--- config.mk ---
export PLATFORM = sky130hd
export DESIGN_NAME = uart_tx_fifo
export DESIGN_NICKNAME = d
export VERILOG_FILES = /design/src/rtl/uart_tx_fifo_pkg.sv /design/src/rtl/uart_tx_fifo_sync_fifo.sv /design/src/rtl/uart_tx_fifo.sv
export SDC_FILE = /design/constraint.sdc
export NUM_CORES = 1
export LEC_CHECK = 0
export ABC_CLOCK_PERIOD_IN_PS = 7800
export BUFFER_PORTS_ARGS = -buffer_cell sky130_fd_sc_hd__buf_2
export CAP_MARGIN = 5
export CORE_MARGIN = 2
export CORE_UTILIZATION = 35
export CTS_CLUSTER_SIZE = 20
export DETAILED_ROUTE_END_ITERATION = 10
export PLACE_DENSITY_LB_ADDON = 0.05
export SLEW_MARGIN = 20
export SYNTH_ARGS = -nofsm -noshare
export SYNTH_HDL_FRONTEND = slang
export SYNTH_SLANG_ARGS = --single-unit
--- constraint.sdc ---
create_clock -name CLK50MHZ -period 7.8 [get_ports CLK50MHZ]
set_clock_uncertainty 0.15 [all_clocks]
set_input_delay 1.17 -clock CLK50MHZ [delete_from_list [all_inputs] [get_ports CLK50MHZ]]
set_output_delay 1.17 -clock CLK50MHZ [all_outputs]
set_load 0.05 [all_outputs]
--- src/rtl/uart_tx_fifo_pkg.sv ---
// Shared types and bus-decode constants for the UART transmit buffer.
package uart_tx_fifo_pkg;

  typedef enum logic [2:0] {
    ST_IDLE,
    ST_LOAD,
    ST_STRB,
    ST_WBUSY,
    ST_WRDY
  } tx_state_e;

  // CPU bus qualifier value that marks a data character (as opposed to control).
  localparam logic C_ND_DATA = 1'b0;

endpackage

--- src/rtl/uart_tx_fifo_sync_fifo.sv ---
// Byte-wide synchronous FIFO with a separate occupancy counter; a push while
// full is accepted only when a pop happens in the same cycle.
module sync_fifo #(
  parameter int unsigned DEPTH = 16,
  parameter int unsigned AW    = 4
) (
  input  logic          clk,
  input  logic          rst,
  input  logic          push,
  input  logic          pop,
  input  logic [7:0]    din,
  output logic [7:0]    dout,
  output logic [AW:0]   cnt,
  output logic          full,
  output logic          empty
);

  logic [7:0]    mem_q [DEPTH];
  logic [AW-1:0] wr_ptr_q, wr_ptr_d;
  logic [AW-1:0] rd_ptr_q, rd_ptr_d;
  logic [AW:0]   cnt_q, cnt_d;
  logic          push_ok, pop_ok;

  assign full  = (cnt_q == (AW+1)'(DEPTH));
  assign empty = (cnt_q == '0);
  assign cnt   = cnt_q;
  assign dout  = mem_q[rd_ptr_q];

  always_comb begin
    pop_ok   = pop & ~empty;
    push_ok  = push & (~full | pop_ok);
    wr_ptr_d = push_ok ? wr_ptr_q + AW'(1) : wr_ptr_q;
    rd_ptr_d = pop_ok  ? rd_ptr_q + AW'(1) : rd_ptr_q;
    cnt_d    = cnt_q;
    case ({push_ok, pop_ok})
      2'b10:   cnt_d = cnt_q + (AW+1)'(1);
      2'b01:   cnt_d = cnt_q - (AW+1)'(1);
      default: cnt_d = cnt_q;
    endcase
  end

  always_ff @(posedge clk) begin
    if (rst) begin
      wr_ptr_q <= '0;
      rd_ptr_q <= '0;
      cnt_q    <= '0;
    end else begin
      wr_ptr_q <= wr_ptr_d;
      rd_ptr_q <= rd_ptr_d;
      cnt_q    <= cnt_d;
    end
  end

  always_ff @(posedge clk) begin
    if (push_ok) mem_q[wr_ptr_q] <= din;
  end

endmodule

--- src/rtl/uart_tx_fifo.sv ---
// CPU-side transmit buffer: queues data writes and replays each byte to the
// UART transmitter as a single write strobe whenever it reports ready.
module uart_tx_fifo
  import uart_tx_fifo_pkg::*;
#(
  parameter int unsigned DEPTH      = 16,
  parameter int unsigned AW         = 4,
  parameter int unsigned STROBE_CYC = 2,
  parameter int unsigned BUSY_TO    = 32
) (
  input  logic          CLK50MHZ,
  input  logic          rst,
  input  logic          n_CS,
  input  logic          n_WR,
  input  logic          C_nD,
  input  logic [7:0]    DATA_IN,
  input  logic          clr_ovf,
  input  logic          Tx_RDY,
  output logic          tx_n_WR,
  output logic          tx_C_nD,
  output logic [7:0]    tx_DATA,
  output logic          fifo_full,
  output logic          fifo_empty,
  output logic [AW:0]   fifo_cnt,
  output logic          cpu_tx_rdy,
  output logic          ovf_fg
);

  localparam int unsigned TMAX = (BUSY_TO > STROBE_CYC) ? BUSY_TO : STROBE_CYC;
  localparam int unsigned TW   = $clog2(TMAX + 1);

  tx_state_e     state_q, state_d;
  logic [TW-1:0] timer_q, timer_d;
  logic          tx_n_wr_q, tx_n_wr_d;
  logic          tx_c_nd_q, tx_c_nd_d;
  logic [7:0]    tx_data_q, tx_data_d;
  logic          wr_act_q, wr_act_d;
  logic          ovf_q, ovf_d;
  logic          push, pop;
  logic [7:0]    fifo_dout;

  sync_fifo #(
    .DEPTH (DEPTH),
    .AW    (AW)
  ) u_fifo (
    .clk   (CLK50MHZ),
    .rst   (rst),
    .push  (push),
    .pop   (pop),
    .din   (DATA_IN),
    .dout  (fifo_dout),
    .cnt   (fifo_cnt),
    .full  (fifo_full),
    .empty (fifo_empty)
  );

  // One push per CPU cycle: only the rising edge of the decoded write counts.
  always_comb begin
    wr_act_d = ~n_CS & ~n_WR & (C_nD == C_ND_DATA);
    push     = wr_act_d & ~wr_act_q;
  end

  always_comb begin
    state_d = state_q;
    pop     = 1'b0;
    case (state_q)
      ST_IDLE: begin
        if (!fifo_empty && Tx_RDY) begin
          state_d = ST_LOAD;
          pop     = 1'b1;
        end
      end
      ST_LOAD:  state_d = ST_STRB;
      ST_STRB:  if (timer_q == TW'(STROBE_CYC - 1)) state_d = ST_WBUSY;
      ST_WBUSY: begin
        if (!Tx_RDY)                           state_d = ST_WRDY;
        else if (timer_q == TW'(BUSY_TO - 1))  state_d = ST_IDLE;
      end
      ST_WRDY:  if (Tx_RDY) state_d = ST_IDLE;
      default:  state_d = ST_IDLE;
    endcase

    // Single timer shared by the strobe width and the busy timeout; cleared on entry.
    timer_d = '0;
    if (state_d == state_q && (state_q == ST_STRB || state_q == ST_WBUSY))
      timer_d = timer_q + TW'(1);

    tx_n_wr_d = (state_d != ST_STRB);
    tx_c_nd_d = (state_d == ST_STRB) ? C_ND_DATA : ~C_ND_DATA;
    tx_data_d = pop ? fifo_dout : tx_data_q;

    ovf_d = ovf_q;
    if (push && fifo_full && !pop) ovf_d = 1'b1;
    else if (clr_ovf)              ovf_d = 1'b0;
  end

  always_ff @(posedge CLK50MHZ) begin
    if (rst) begin
      state_q   <= ST_IDLE;
      timer_q   <= '0;
      tx_n_wr_q <= 1'b1;
      tx_c_nd_q <= 1'b1;
      tx_data_q <= '0;
      wr_act_q  <= 1'b0;
      ovf_q     <= 1'b0;
    end else begin
      state_q   <= state_d;
      timer_q   <= timer_d;
      tx_n_wr_q <= tx_n_wr_d;
      tx_c_nd_q <= tx_c_nd_d;
      tx_data_q <= tx_data_d;
      wr_act_q  <= wr_act_d;
      ovf_q     <= ovf_d;
    end
  end

  assign tx_n_WR    = tx_n_wr_q;
  assign tx_C_nD    = tx_c_nd_q;
  assign tx_DATA    = tx_data_q;
  assign ovf_fg     = ovf_q;
  assign cpu_tx_rdy = ~fifo_full;

endmodule

After elaboration in Yosys (flattened, before gate mapping). Memories as Yosys holds them, arrays and structs flattened. A register that Yosys moved wholly into a read port is not among the register bits. Cells that the tools add are included.

Logic and storage cells: 66. Memories: 1. Input port bits: 15. Memory bits (writable): 128. Output and inout bits: 19. Bits in registers: 26.

Memory list: u_fifo.mem_q (words 16, width 8, read ports 1, clocked after Yosys merged registers in 1, write ports 1, line uart_tx_fifo_sync_fifo.sv:18) `logic [7:0] mem_q [DEPTH];`.

Multiplexer cells: 14. Bitwise gates (word level): 13. Equal/unequal tests: 12. Reductions and logical operators: 12. $add $sub $neg: 5.

Operator list (number): 3-bit 2-to-1 mux (5); 3-bit case mux with 5 select lines (1); 5-bit case mux with 2 select lines (1); 3-bit by 2-bit == test with 1-bit output, second input constant (3); 4-bit by 1-bit adder with 4-bit output, second input constant (2); 1-bit 2-to-1 mux (7); 1-bit NOT (7); 6-bit by 1-bit adder with 6-bit output, second input constant (1); 6-bit by 1-bit == test with 1-bit output, second input constant (1); 6-bit by 5-bit == test with 1-bit output, second input constant (1); 5-bit by 1-bit adder with 5-bit output, second input constant (1); 1-bit bitwise AND (5); 5-bit == test, second input constant (1); 5-bit logical NOT (1); 5-bit by 1-bit subtractor with 5-bit output, second input constant (1); 1-bit logical AND (4); 2-bit nonzero test (2); 3-bit by 1-bit == test with 1-bit output, second input constant (1); 3-bit == test (1); 3-bit == test, second input constant (1); 3-bit logical NOT (1); 3-bit by 2-bit != test with 1-bit output, second input constant (1); 2-bit by 1-bit == test with 1-bit output, second input constant (1); 2-bit == test, second input constant (1); 4 further kinds (5).

Longest topological paths before layout. Gate-level depths: netlist (run 1).

Word-level depth: 10. Mapped depth: 13. Gate-level depth less buffers: 10.

By module. Synthesis (run 1) repeated with hierarchy kept, for this count alone.

Cells, all modules: 409. Area total of the unflattened synthesis: 6710.2 um2.

By module, submodules not included: sync_fifo (times used 1, seq. area each 4184.0 um2, cells each 322, area an instance 5854.4 um2); uart_tx_fifo (times used 1, seq. area each 400.4 um2, cells each 87, area an instance 855.8 um2).

Least setup slack after synthesis (run 1). Ideal clock, no wire load.

Kind: input -> register. Start: input port n_CS. End: register u_fifo.cnt_q[4] (netlist: u_fifo.cnt[4]). Data arrival time: 3.344 ns. Data required time: 7.588 ns. Library setup time: 0.062 ns. Buffers on the path: 2. Slack: 4.244 ns. Cell stages on the path: 10. Cells stage by stage: nor4_1 -> o31a_1 -> buf_6 -> inv_1 -> ha_1 -> clkbuf_1 -> or4b_2 -> a21oi_1 -> a31oi_1 -> nand3_1.

Word-level cells in the longest chain between the ends: 7. Elaborated cells between the ends (all ways): 9. Those cells by class: eq/ne (2); mux (1); bitwise (5); reduce/logical (1).

Ends and longest elaborated chain: start, declared (line uart_tx_fifo.sv:13) `input logic n_CS,`; 1-bit NOT * (line uart_tx_fifo.sv:59) `wr_act_d = ~n_CS & ~n_WR & (C_nD == C_ND_DATA);`; 1-bit bitwise AND * (2 in series) (line uart_tx_fifo.sv:59); 1-bit bitwise AND * (line uart_tx_fifo.sv:60) `push = wr_act_d & ~wr_act_q;`; 1-bit bitwise AND * (line uart_tx_fifo_sync_fifo.sv:31) `push_ok = push & (~full | pop_ok);`; 2-bit by 1-bit == test with 1-bit output or 2-bit == test (tied branches) (line uart_tx_fifo_sync_fifo.sv:35) `case ({push_ok, pop_ok})`; 5-bit case mux with 2 select lines or 2-bit nonzero test (tied branches); end signal, assigned (line uart_tx_fifo_sync_fifo.sv:50) `cnt_q <= cnt_d;`; end, declared (line uart_tx_fifo_sync_fifo.sv:21) `logic [AW:0] cnt_q, cnt_d;`.

Mark *: on every way between the ends. The rest lies on a longest branch, timed or not. A chain may end at the register's enable or synchronous reset.

Worst setup path after layout (run 1).
Start: input port Tx_RDY. End: register u_fifo.cnt_q[4] (netlist: u_fifo.cnt[4]).

Word-level cells in the longest chain between the ends: 8. Elaborated cells between the ends (all ways): 10. Those cells by class: eq/ne (2); mux (3); bitwise (3); reduce/logical (2).

Ends and longest elaborated chain: start, declared (line uart_tx_fifo.sv:18) `input logic Tx_RDY,`; 1-bit logical AND * (line uart_tx_fifo.sv:68) `if (!fifo_empty && Tx_RDY) begin`; 1-bit 2-to-1 mux * (line uart_tx_fifo.sv:68); 1-bit 2-to-1 mux * (line uart_tx_fifo.sv:66) `case (state_q)`; 1-bit bitwise AND * (line uart_tx_fifo_sync_fifo.sv:30) `pop_ok = pop & ~empty;`; 1-bit OR (line uart_tx_fifo_sync_fifo.sv:31); 1-bit bitwise AND (line uart_tx_fifo_sync_fifo.sv:31); 2-bit by 1-bit == test with 1-bit output or 2-bit == test (tied branches) (line uart_tx_fifo_sync_fifo.sv:35); 5-bit case mux with 2 select lines or 2-bit nonzero test (tied branches).

Marks and branches as above.

==> results of run 1 <==
-- flip-flops by register name, summed over array words and instances (netlist names), 3 cells and up --
| register | cells |
|---|---|
| u_fifo.cnt | 5 |
| state_q | 3 |
| u_fifo.mem_q | 128 |
| u_fifo.wr_ptr_q | 4 |
| timer_q | 6 |
| u_fifo.rd_ptr_q | 4 |
| tx_DATA | 8 |
-- final cells by class --
class | count | area (um2)
clock inverters | 13 | 91.3
fillers | 1684 | 10700
flip-flops and latches | 161 | 4510
well taps | 229 | 287
inverters | 10 | 37.5
multi-input cells | 234 | 1870
repair buffers | 39 | 210
clock buffers | 19 | 433
-- cell usage after synthesis, drive strengths merged, types with 3 or more instances --
library cell | n | area share [%]
edfxtp | 128 | 59
nor2 | 49 | 2.8
mux2i | 35 | 5.4
dfxtp | 33 | 10
mux4 | 16 | 5.5
o22ai | 16 | 1.5
buf | 14 | 1.2
nand2 | 13 | 0.75
clkbuf | 11 | 0.63
ha | 11 | 2.1
inv | 10 | 0.57
a21oi | 8 | 0.67
a22oi | 8 | 0.92
a311oi | 8 | 1.1
nor3 | 8 | 0.61
xor2 | 7 | 0.94
nand3 | 5 | 0.38
xnor2 | 5 | 0.67
a211o | 4 | 0.54
nand2b | 4 | 0.38
nor2b | 3 | 0.29
o21ai | 3 | 0.23
or3 | 3 | 0.29
-- where the power goes --
| part | leakage (nW) | internal [W] | switching (W) | total [W] |
|---|---|---|---|---|
| logic | 0.711 | 0.000171 | 0.000382 | 0.000553 |
| registers | 1.42 | 0.000968 | 0.0000432 | 0.00101 |
| clock network | 0.254 | 0.000406 | 0.000333 | 0.000739 |
-- placed cells by master, fill, tap and decap left out, types with 2 or more instances in the layout --
| cell | instances |
|---|---|
| a211o_1 | 4 |
| a21o_1 | 2 |
| a21oi_1 | 7 |
| a22oi_1 | 8 |
| a311oi_1 | 8 |
| a31oi_1 | 2 |
| and3_1 | 2 |
| buf_2 | 33 |
| buf_4 | 6 |
| clkbuf_1 | 2 |
| clkbuf_16 | 17 |
| clkinv_2 | 4 |
| clkinv_4 | 5 |
| clkinvlp_4 | 2 |
| dfxtp_1 | 32 |
| edfxtp_1 | 128 |
| ha_1 | 11 |
| inv_1 | 10 |
| mux2i_1 | 35 |
| mux4_2 | 16 |
| nand2_1 | 13 |
| nand2b_1 | 4 |
| nand3_1 | 5 |
| nand3b_1 | 2 |
| nor2_1 | 49 |
| nor2b_1 | 3 |
| nor3_1 | 8 |
| nor4_1 | 2 |
| o211ai_1 | 2 |
| o21ai_0 | 3 |
| o22ai_1 | 16 |
| or3_1 | 3 |
| or4b_2 | 2 |
| xnor2_1 | 5 |
| xor2_1 | 7 |
-- logic make-up after synthesis --
group	share of synthesized area, %
flops	68.9
simple gates	7.26
compound gates	6.80
mux	10.9
buf+inv	2.43
xor+xnor	1.61
fa+ha+maj	2.11
-- metal layers --
| metal | track usage, % | vias up | part of all wire, % |
|---|---|---|---|
| met5 | 0 | - | 0 |
| li1 | - | 1718 | - |
| met2 | 24.1 | 75 | 48 |
| met3 | 3.80 | 10 | 4.0 |
| met1 | 20.7 | 1856 | 47 |
| met4 | 5.37 | 0 | 1.0 |
-- critical path, stage by stage --
cell and delay (ns):
buf_2 0.11, nor4b_2 0.48, o21a_1 0.72, ha_1 0.45
ha_1 0.25, or4b_2 0.59, a21oi_1 0.16, a31oi_1 0.06
nand3_1 0.11
-- metrics by stage --
stage	total power, W	util (%)
floorplan	0.00146	-
global placement	0.00159	38.1
detailed placement	0.00159	38.1
CTS	0.00233	41.0
global route	0.00242	41.0
finish	0.00230	41.0
-- worst min path at each step --
stage / cells after the start / to / start / slack (ns)
3_3_place_gp: 1 / timer_q[0] / timer_q[0] / 0.30
3_5_place_dp: 2 / ovf_fg / ovf_fg / 0.31
6_report: 2 / ovf_fg / ovf_fg / 0.32
4_1_cts: 2 / ovf_fg / ovf_fg / 0.32
2_1_floorplan: 1 / timer_q[0] / timer_q[0] / 0.28
5_1_grt: 2 / ovf_fg / ovf_fg / 0.36
==> flow_metrics.py, run 1 <==
metrics = {
    "outcome": {
        "status": "complete, no violations",
    },
    "global_routing": {
        "grt_pass1_vias": 3608,
        "grt_antenna_before_repair": 0,
        "globalRouteTotalUtil_pct": 15.3,
        "grt_pass1_wl_mm": 22.0,
        "grt_max_degree": 51,
        "overflow": 0,
    },
    "cts": {
        "cts_setup_buffers": 0,
        "cts_root_buf": "clkbuf_16",
        "clk_pin_slew_ns": 0.06,
        "postCtsHoldBufs": 0,
        "cts_inserted_buffers": 17,
        "clock_latency_ns": 0.43,
        "cts_sinks": 161,
        "tritoncts": "yes",
        "clockBufferDepth": 2,
        "cts_resized": 0,
        "htreeDepth": 4,
    },
    "floorplanning": {
        "fp-row-count": 49,
        "fp.coreArea_um2": 18100,
        "start_util_pct": 36.0,
        "die_y_um": 141,
        "ios": 34,
        "die_area_um2": 19800,
        "die_w_um": 141,
    },
    "sta": {
        "post-route-period-util_pct": 50.0,
        "rsz0062_at_grt": "no",
        "fin_crit_ns": 3.90,
        "setup_ws_ns": 3.90,
        "worstMarginPinSlew_ns": 0.880,
        "max-slew-margin-rel_pct": 41.3,
        "setup-violations-final": 0,
        "fmax_ghz": 0.257,
        "setup_tns_ns": 0,
        "whs_ns": 0.319,
        "slew_violations": 0,
        "hold_viol": 0,
    },
    "setup_path": {
        "required_ns": 8.00,
        "timing.rr.start": "state_q[2]",
        "path_class": "in -> reg",
        "critPathCapture": "u_fifo.cnt[4]",
        "worst_setup_path_end_kind": "flop",
        "worstReg2RegEnd": "u_fifo.cnt[4]",
        "crit_arrival_ns": 4.10,
        "cp-start-kind": "input port",
        "crit_start": "Tx_RDY",
        "r2r_cells": 8,
        "rrSetupSlack_ns": 4.34,
        "critPathMaxFanout": 21,
    },
    "power_and_ir_drop": {
        "p_leak_nw": 2.39,
        "cellPowerDensity_nw_per_um2": 310,
        "peakVddDrop_mv": 0.124,
    },
    "job": {
        "drv_cap": 0,
    },
    "placement": {
        "placed_area_um2": 6910,
        "dp.cells": 673,
        "dpl_worst_slack_ns": 3.50,
        "hpwlAfterDp_mm": 9.00,
        "gp_congestion": 0.748,
        "port_buffers": 33,
    },
    "synth": {
        "synth_edf_count": 128,
        "synthDistinctLibCells": 48,
        "postSynth.asyncResetShare_pct": 0,
        "ys_seq_elements": 161,
        "synth_flop_cell": "edfxtp_1",
        "syn_avg_cell_area_um2": 15.2,
        "synth_warnings": 0,
        "yosysSeqAreaShare_pct": 68.9,
        "synthCells": 430,
        "syn_nets": 456,
        "syn-cell-area_um2": 6540,
    },
    "route": {
        "wl_per_cell_um": 20.3,
        "drt-initial-drc-count": 177,
        "via_count": 3659,
        "vias_per_cell": 5.19,
        "drc_errors": 0,
        "wl_mm": 14.3,
        "antenna_left": 0,
        "first_pass_iters": 4,
    },
    "layout": {
        "instances_no_fill": 705,
        "drive_gt1_share_pct": 19.3,
        "fin_nets": 489,
        "stdcell_area_um2": 7440,
        "area_growth_syn_to_layout_pct": 13.8,
        "antenna_cells": 0,
    },
    "worst_hold_path": {
        "hold_path.class": "reg -> reg",
    },
}
Power figures use the tool's default switching activity.
==> inputs of run 2 (changes only) <==
ABC_AREA = 1   (was default)
ABC_CLOCK_PERIOD_IN_PS = 3750   (was 7800)
clock period = 3.75 ns   (was 7.8 ns; I/O delays follow)
==> flow_metrics.py, run 2 <==
metrics = {
    "setup_path": {
        "crit_path_top_delay_cell": "dfxtp_1",
        "crit_arrival_ns": 2.86,
        "cp-start-kind": "flop",
        "critPathMaxFanout": 21,
        "required_ns": 3.96,
        "cpPeakStageDelay_ns": 0.39,
        "r2r_cells": 15,
        "path_class": "reg -> reg",
        "path_buf_inv": 3,
        "rrSetupSlack_ns": 1.10,
        "worstReg2RegEnd": "u_fifo.cnt[4]",
        "timing.rr.start": "u_fifo.cnt[2]",
        "cpMostUsedCell": "nand2_1",
        "cpLargestDelayFamily": "simple AND/OR/NAND/NOR gates",
        "worstPathCellList": "inv_1 -> nand4_1 -> nand2_2 -> inv_2 -> ha_1 -> xor2_1 -> ha_1 -> inv_1 -> nand2_1 -> nand3_1 -> nand2_1 -> nand2_1 -> nand2_1 -> nand2_1 -> a21oi_1",
        "worst_setup_path_end_kind": "flop",
        "cp.depth": 15,
    },
    "synth": {
        "yosysTopAreaCellShare_pct": 53.5,
        "syn_avg_cell_area_um2": 9.60,
        "synthDistinctLibCells": 30,
        "synth.most_common_cell": "nand2_1",
        "synthCells": 749,
        "syn_nets": 775,
        "synth_edf_count": 128,
        "ys_seq_elements": 161,
        "yosysSeqAreaShare_pct": 62.6,
        "yosys-top-cells-count": "nand2_1 (235), edfxtp_1 (128), inv_1 (101), nand3_1 (100), nor2_1 (50)",
        "postSynth.asyncResetShare_pct": 0,
        "synth_flop_cell": "edfxtp_1",
        "synth_warnings": 0,
        "syn-cell-area_um2": 7190,
        "yosysTopAreaCell": "edfxtp_1",
        "synth.area.top_cells": "edfxtp_1 (53%), nand2_1 (12%), dfxtp_1 (9.2%)",
    },
    "power_and_ir_drop": {
        "peakVddDrop_mv": 0.353,
        "clockPowerShare_pct": 29.4,
        "pwr-share-seq_pct": 37.1,
        "p_sw_w": 0.00221,
        "p_sw_share_pct": 39.2,
        "power_frac_comb_pct": 33.5,
        "p_total_w": 0.00564,
        "cellPowerDensity_nw_per_um2": 695,
        "intPower_w": 0.00343,
        "p_leak_nw": 3.45,
    },
    "global_routing": {
        "globalRouteTotalUtil_pct": 17.3,
        "overflow": 0,
        "grt_pass1_vias": 4961,
        "grt_max_degree": 67,
        "grt_antenna_before_repair": 1,
        "grt_pass1_wl_mm": 28.1,
    },
    "placement": {
        "placed_area_um2": 7560,
        "port_buffers": 33,
        "gp_congestion": 0.847,
        "hpwlAfterDp_mm": 11.1,
    },
    "layout": {
        "top_register": "u_fifo.mem_q",
        "largest_register_ffs": 128,
        "drive_gt1_share_pct": 11.0,
        "stdcell_area_um2": 8110,
        "final_cell_mix": "nand2_1 (235), edfxtp_1 (128), inv_1 (100), nand3_1 (100), nor2_1 (50)",
        "area_growth_syn_to_layout_pct": 12.8,
        "antenna_cells": 0,
        "layout_commonest_cell": "nand2_1",
        "n_fill_cell": 1987,
        "fin_nets": 804,
    },
    "cts": {
        "htreeDepth": 4,
        "cts_setup_buffers": 0,
        "tritoncts": "yes",
        "cts_sinks": 161,
        "cts_root_buf": "clkbuf_16",
        "clock_latency_ns": 0.42,
        "cts_inserted_buffers": 17,
        "postCtsHoldBufs": 0,
        "clk_pin_slew_ns": 0.07,
        "clockBufferDepth": 2,
        "cts_resized": 0,
    },
    "sta": {
        "worstMarginPinSlew_ns": 0.962,
        "slew_violations": 0,
        "rsz0062_at_grt": "no",
        "setup_tns_ns": 0,
        "post-route-period-util_pct": 70.6,
        "fin_crit_ns": 2.65,
        "hold_viol": 0,
        "fmax_ghz": 0.378,
        "max-slew-margin-rel_pct": 35.8,
        "setup-violations-final": 0,
    },
    "floorplanning": {
        "die_area_um2": 21700,
        "ios": 34,
        "fp-row-count": 52,
        "die_w_um": 147,
        "fp.coreArea_um2": 20200,
        "die_y_um": 147,
        "start_util_pct": 35.7,
    },
    "worst_hold_path": {
        "min_to": "state_q[2]",
        "hold_path.class": "in -> reg",
        "hold_start": "Tx_RDY",
        "hold_depth": 2,
    },
    "route": {
        "antenna_left": 0,
        "drc_errors": 0,
        "drt-initial-drc-count": 285,
        "wl_per_cell_um": 16.6,
        "vias_per_cell": 4.62,
        "via_count": 4900,
        "wl_mm": 17.6,
        "first_pass_iters": 4,
    },
    "outcome": {
        "status": "complete, no violations",
    },
    "job": {
        "drv_cap": 0,
    },
}
[run 2: cell count changes in the layout (fill, tap and decap cells not counted), sizes merged, moves of 6 or more]
cell	delta
nand2	+228
inv	+100
nand3	+95
mux2i	-35
mux4	-16
o22ai	-16
a22oi	-8
a311oi	-8
o21ai	+6
[run 2: routing by layer]
layer  global-route usage (%)  share of wire, %
met1                     23.4                47
met2                     28.4                48
met3                     3.42               3.1
met4                     5.38               1.7
met5                        0                 0
[run 2: power groups by stage]
stage / logic, W / registers, W / clock network [W]
after floorplan: 0.00121 / 0.00236 / 0
after global placement: 0.00191 / 0.00213 / 0
after detailed placement: 0.00191 / 0.00213 / 0
after CTS: 0.00192 / 0.00209 / 0.00169
after global routing: 0.00213 / 0.00211 / 0.00178
final: 0.00189 / 0.00209 / 0.00166
[run 2: worst reg2reg max path, cell delays in order (launching register included)]
cell and delay, ns:
dfxtp_1 0.39, inv_1 0.12, nand4_1 0.16, nand2_2 0.12
inv_2 0.31, ha_1 0.34, xor2_1 0.23, ha_1 0.18
inv_1 0.04, nand2_1 0.10, nand3_1 0.11, nand2_1 0.07
nand2_1 0.04, nand2_1 0.06, nand2_1 0.05, a21oi_1 0.11
[run 2: logic make-up after synthesis]
family	count (synthesis)	share of synthesized area, %
AO/OA/AOI/OAI	22	1.71
XOR/XNOR	11	1.34
adder cells (fa/ha/maj)	11	1.91
buffers and inverters	137	8.32
flip-flops	161	62.6
AND/OR/NAND/NOR	407	24.1
[run 2: area by class of cell]
| cell class | count | area, um2 | share of cell area (%) |
|---|---|---|---|
| Multi-Input combinational cell | 451 | 2090 | 25.7 |
| Clock inverter | 15 | 133 | 1.63 |
| Inverter | 107 | 407 | 5.01 |
| Clock buffer | 17 | 425 | 5.24 |
| Timing Repair Buffer | 40 | 218 | 2.68 |
| Sequential cell | 161 | 4510 | 55.5 |
| Tap cell | 270 | 338 | 4.16 |
[run 2: how the worst max path moves through the flow]
| stage | endpoint | slack, ns | start |
|---|---|---|---|
| 2_1_floorplan | u_fifo.cnt[4] | 0.78 | u_fifo.cnt[4] |
| 3_3_place_gp | u_fifo.cnt[4] | 0.96 | Tx_RDY |
| 3_5_place_dp | u_fifo.cnt[4] | 0.87 | Tx_RDY |
| 4_1_cts | u_fifo.cnt[4] | 1.11 | state_q[1] |
| 5_1_grt | u_fifo.cnt[4] | 0.80 | state_q[2] |
| 6_report | u_fifo.cnt[4] | 1.10 | u_fifo.cnt[2] |
[run 2: through the flow]
stage | hold slack, ns | utilization, % | cells | setup slack (ns)
3_3_place_gp | 0.306 | 37.5 | 1029 | 0.958
6_report | 0.202 | 40.2 | 1061 | 1.10
5_1_grt | 0.182 | 40.2 | 1061 | 0.802
2_1_floorplan | 0.314 | - | 749 | 0.775
4_1_cts | 0.184 | 40.2 | 1061 | 1.11
3_5_place_dp | 0.309 | 37.5 | 1029 | 0.872
==> inputs of run 3 (changes only) <==
ABC_CLOCK_PERIOD_IN_PS = 2100   (was 3750)
clock period = 2.1 ns   (was 3.75 ns; I/O delays follow)
==> flow_metrics.py, run 3 (same netlist as run 2, synthesis figures left out) <==
metrics = {
    "floorplanning": {
        "die_y_um": 147,
        "die_w_um": 147,
        "fp.coreArea_um2": 20200,
        "ios": 34,
        "die_area_um2": 21700,
        "start_util_pct": 35.7,
        "fp-row-count": 52,
    },
    "cts": {
        "tritoncts": "yes",
        "clock_latency_ns": 0.42,
        "cts_sinks": 161,
        "cts_inserted_buffers": 17,
        "cts_root_buf": "clkbuf_16",
        "clockBufferDepth": 2,
        "clk_pin_slew_ns": 0.07,
        "htreeDepth": 4,
    },
    "layout": {
        "multi_input_area_um2": 2200,
        "n_fill_cell": 1962,
        "area_growth_syn_to_layout_pct": 22.6,
        "top_register": "u_fifo.mem_q",
        "layout_commonest_cell": "nand2_1",
        "final_cell_mix": "nand2_1 (232), edfxtp_1 (128), nand3_1 (99)",
        "regArea_um2": 4520,
        "instances_no_fill": 1103,
        "largest_register_ffs": 128,
        "fin_nets": 846,
        "stdcell_area_um2": 8810,
        "drive_gt1_share_pct": 19.3,
        "antenna_cells": 0,
    },
    "sta": {
        "hold_viol": 0,
        "fin_crit_ns": 2.15,
        "fmax_ghz": 0.465,
        "worstMarginPinSlew_ns": 0.426,
        "rsz0062_at_grt": "yes",
        "slew_violations": 0,
        "setup-violations-final": 2,
        "max-slew-margin-rel_pct": 71.6,
        "setup_ws_ns": -0.0507,
        "post-route-period-util_pct": 102,
    },
    "setup_path": {
        "cpPeakStageDelay_ns": 0.32,
        "crit_arrival_ns": 2.36,
        "required_ns": 2.31,
        "crit_path_top_delay_cell": "dfxtp_2",
        "critPathMaxFanout": 4,
        "r2r_cells": 16,
        "path_class": "reg -> reg",
        "cpLargestDelayFamily": "simple AND/OR/NAND/NOR gates",
        "rrSetupSlack_ns": -0.05,
        "critPathCapture": "u_fifo.cnt[4]",
        "worstPathCellList": "or2_4 -> nor2_4 -> nor2_4 -> inv_2 -> nand2_4 -> ha_4 -> xor2_2 -> ha_2 -> inv_1 -> nand2_2 -> nand3_2 -> nand2_1 -> nand2_1 -> nand2_1 -> nand2_2 -> a21oi_2",
        "cpMostUsedCell": "nand2_1",
        "timing.rr.start": "state_q[1]",
        "worst_setup_path_end_kind": "flop",
        "worstReg2RegEnd": "u_fifo.cnt[4]",
        "cp-start-kind": "flop",
        "cp.depth": 16,
        "path_buf_inv": 2,
        "crit_start": "state_q[1]",
    },
    "global_routing": {
        "globalRouteTotalUtil_pct": 17.4,
        "grt_pass1_vias": 4969,
        "grt_antenna_before_repair": 0,
        "grt_max_degree": 49,
        "grt_pass1_wl_mm": 28.2,
        "overflow": 0,
    },
    "route": {
        "wl_per_cell_um": 16.2,
        "vias_per_cell": 4.64,
        "drc_errors": 0,
        "via_count": 5122,
        "antenna_left": 0,
        "drt-initial-drc-count": 349,
        "first_pass_iters": 4,
        "wl_mm": 17.8,
    },
    "job": {
        "drv_cap": 0,
    },
    "placement": {
        "gp_congestion": 0.762,
        "port_buffers": 33,
        "placed_area_um2": 8150,
        "hpwlAfterDp_mm": 11.4,
        "dp.cells": 1066,
    },
    "power_and_ir_drop": {
        "peakVddDrop_mv": 0.609,
        "p_leak_nw": 3.73,
        "cellPowerDensity_nw_per_um2": 1210,
    },
    "outcome": {
        "violations": "setup timing",
        "status": "complete, but fails checks",
    },
    "worst_hold_path": {
        "hold_path.class": "in -> reg",
    },
}
## run 3: where the power goes
group | internal (W) | switching (W) | total (W)
clock network | 0.00172 | 0.00127 | 0.00299
registers | 0.00364 | 0.000139 | 0.00378
logic | 0.00124 | 0.00265 | 0.00389
total | 0.00660 | 0.00406 | 0.0107
## run 3: layout make-up
class | count | area share, %
tap | 270 | 3.83
clock inverter | 10 | 0.795
sequential | 161 | 51.3
clock buffer | 22 | 5.75
inverter | 107 | 4.61
multi-input combinational | 451 | 25.0
timing repair buffer | 82 | 8.69
## run 3: layer usage
metal,routed length [um],global-route usage (%),part of all wire [%]
met1,8700,24.4,49
met3,534,3.23,3.0
met4,372,6.49,2.1
met5,0,0,0
met2,8240,26.8,46
## run 3: metrics by stage
step / hold WS (ns) / setup TNS (ns) / utilization [%] / power [W] / worst slack [ns]
3_5_place_dp: 0.306 / -0.129 / 40.4 / 0.00763 / -0.109
4_1_cts: 0.133 / -0.0755 / 43.6 / 0.0107 / -0.0476
5_1_grt: 0.148 / -0.591 / 43.7 / 0.0113 / -0.199
2_1_floorplan: 0.255 / -2.42 / - / 0.00647 / -0.268
6_report: 0.140 / -0.0692 / 43.7 / 0.0107 / -0.0507
3_3_place_gp: 0.302 / -0.0548 / 40.4 / 0.00761 / -0.0489
## run 3: worst min path at each step
stage                          start                   to  cells past startpoint
after floorplan               Tx_RDY           state_q[2]                      1
after global placement        ovf_fg               ovf_fg                      2
after detailed placement      ovf_fg               ovf_fg                      2
after CTS                 DATA_IN[5]  u_fifo.mem_q[10][5]                      1
after global routing      DATA_IN[1]   u_fifo.mem_q[8][1]                      1
final                     DATA_IN[5]   u_fifo.mem_q[8][5]                      1
## run 3: repair_timing
action / in CTS / in global routing
resized for setup: 9 / 3
setup endpoints to repair: 2 / 4
pin swaps: 5 / 8
hold buffers: 3 / 0
setup buffers: 1 / 1
hold endpoints to repair: 3 / 0
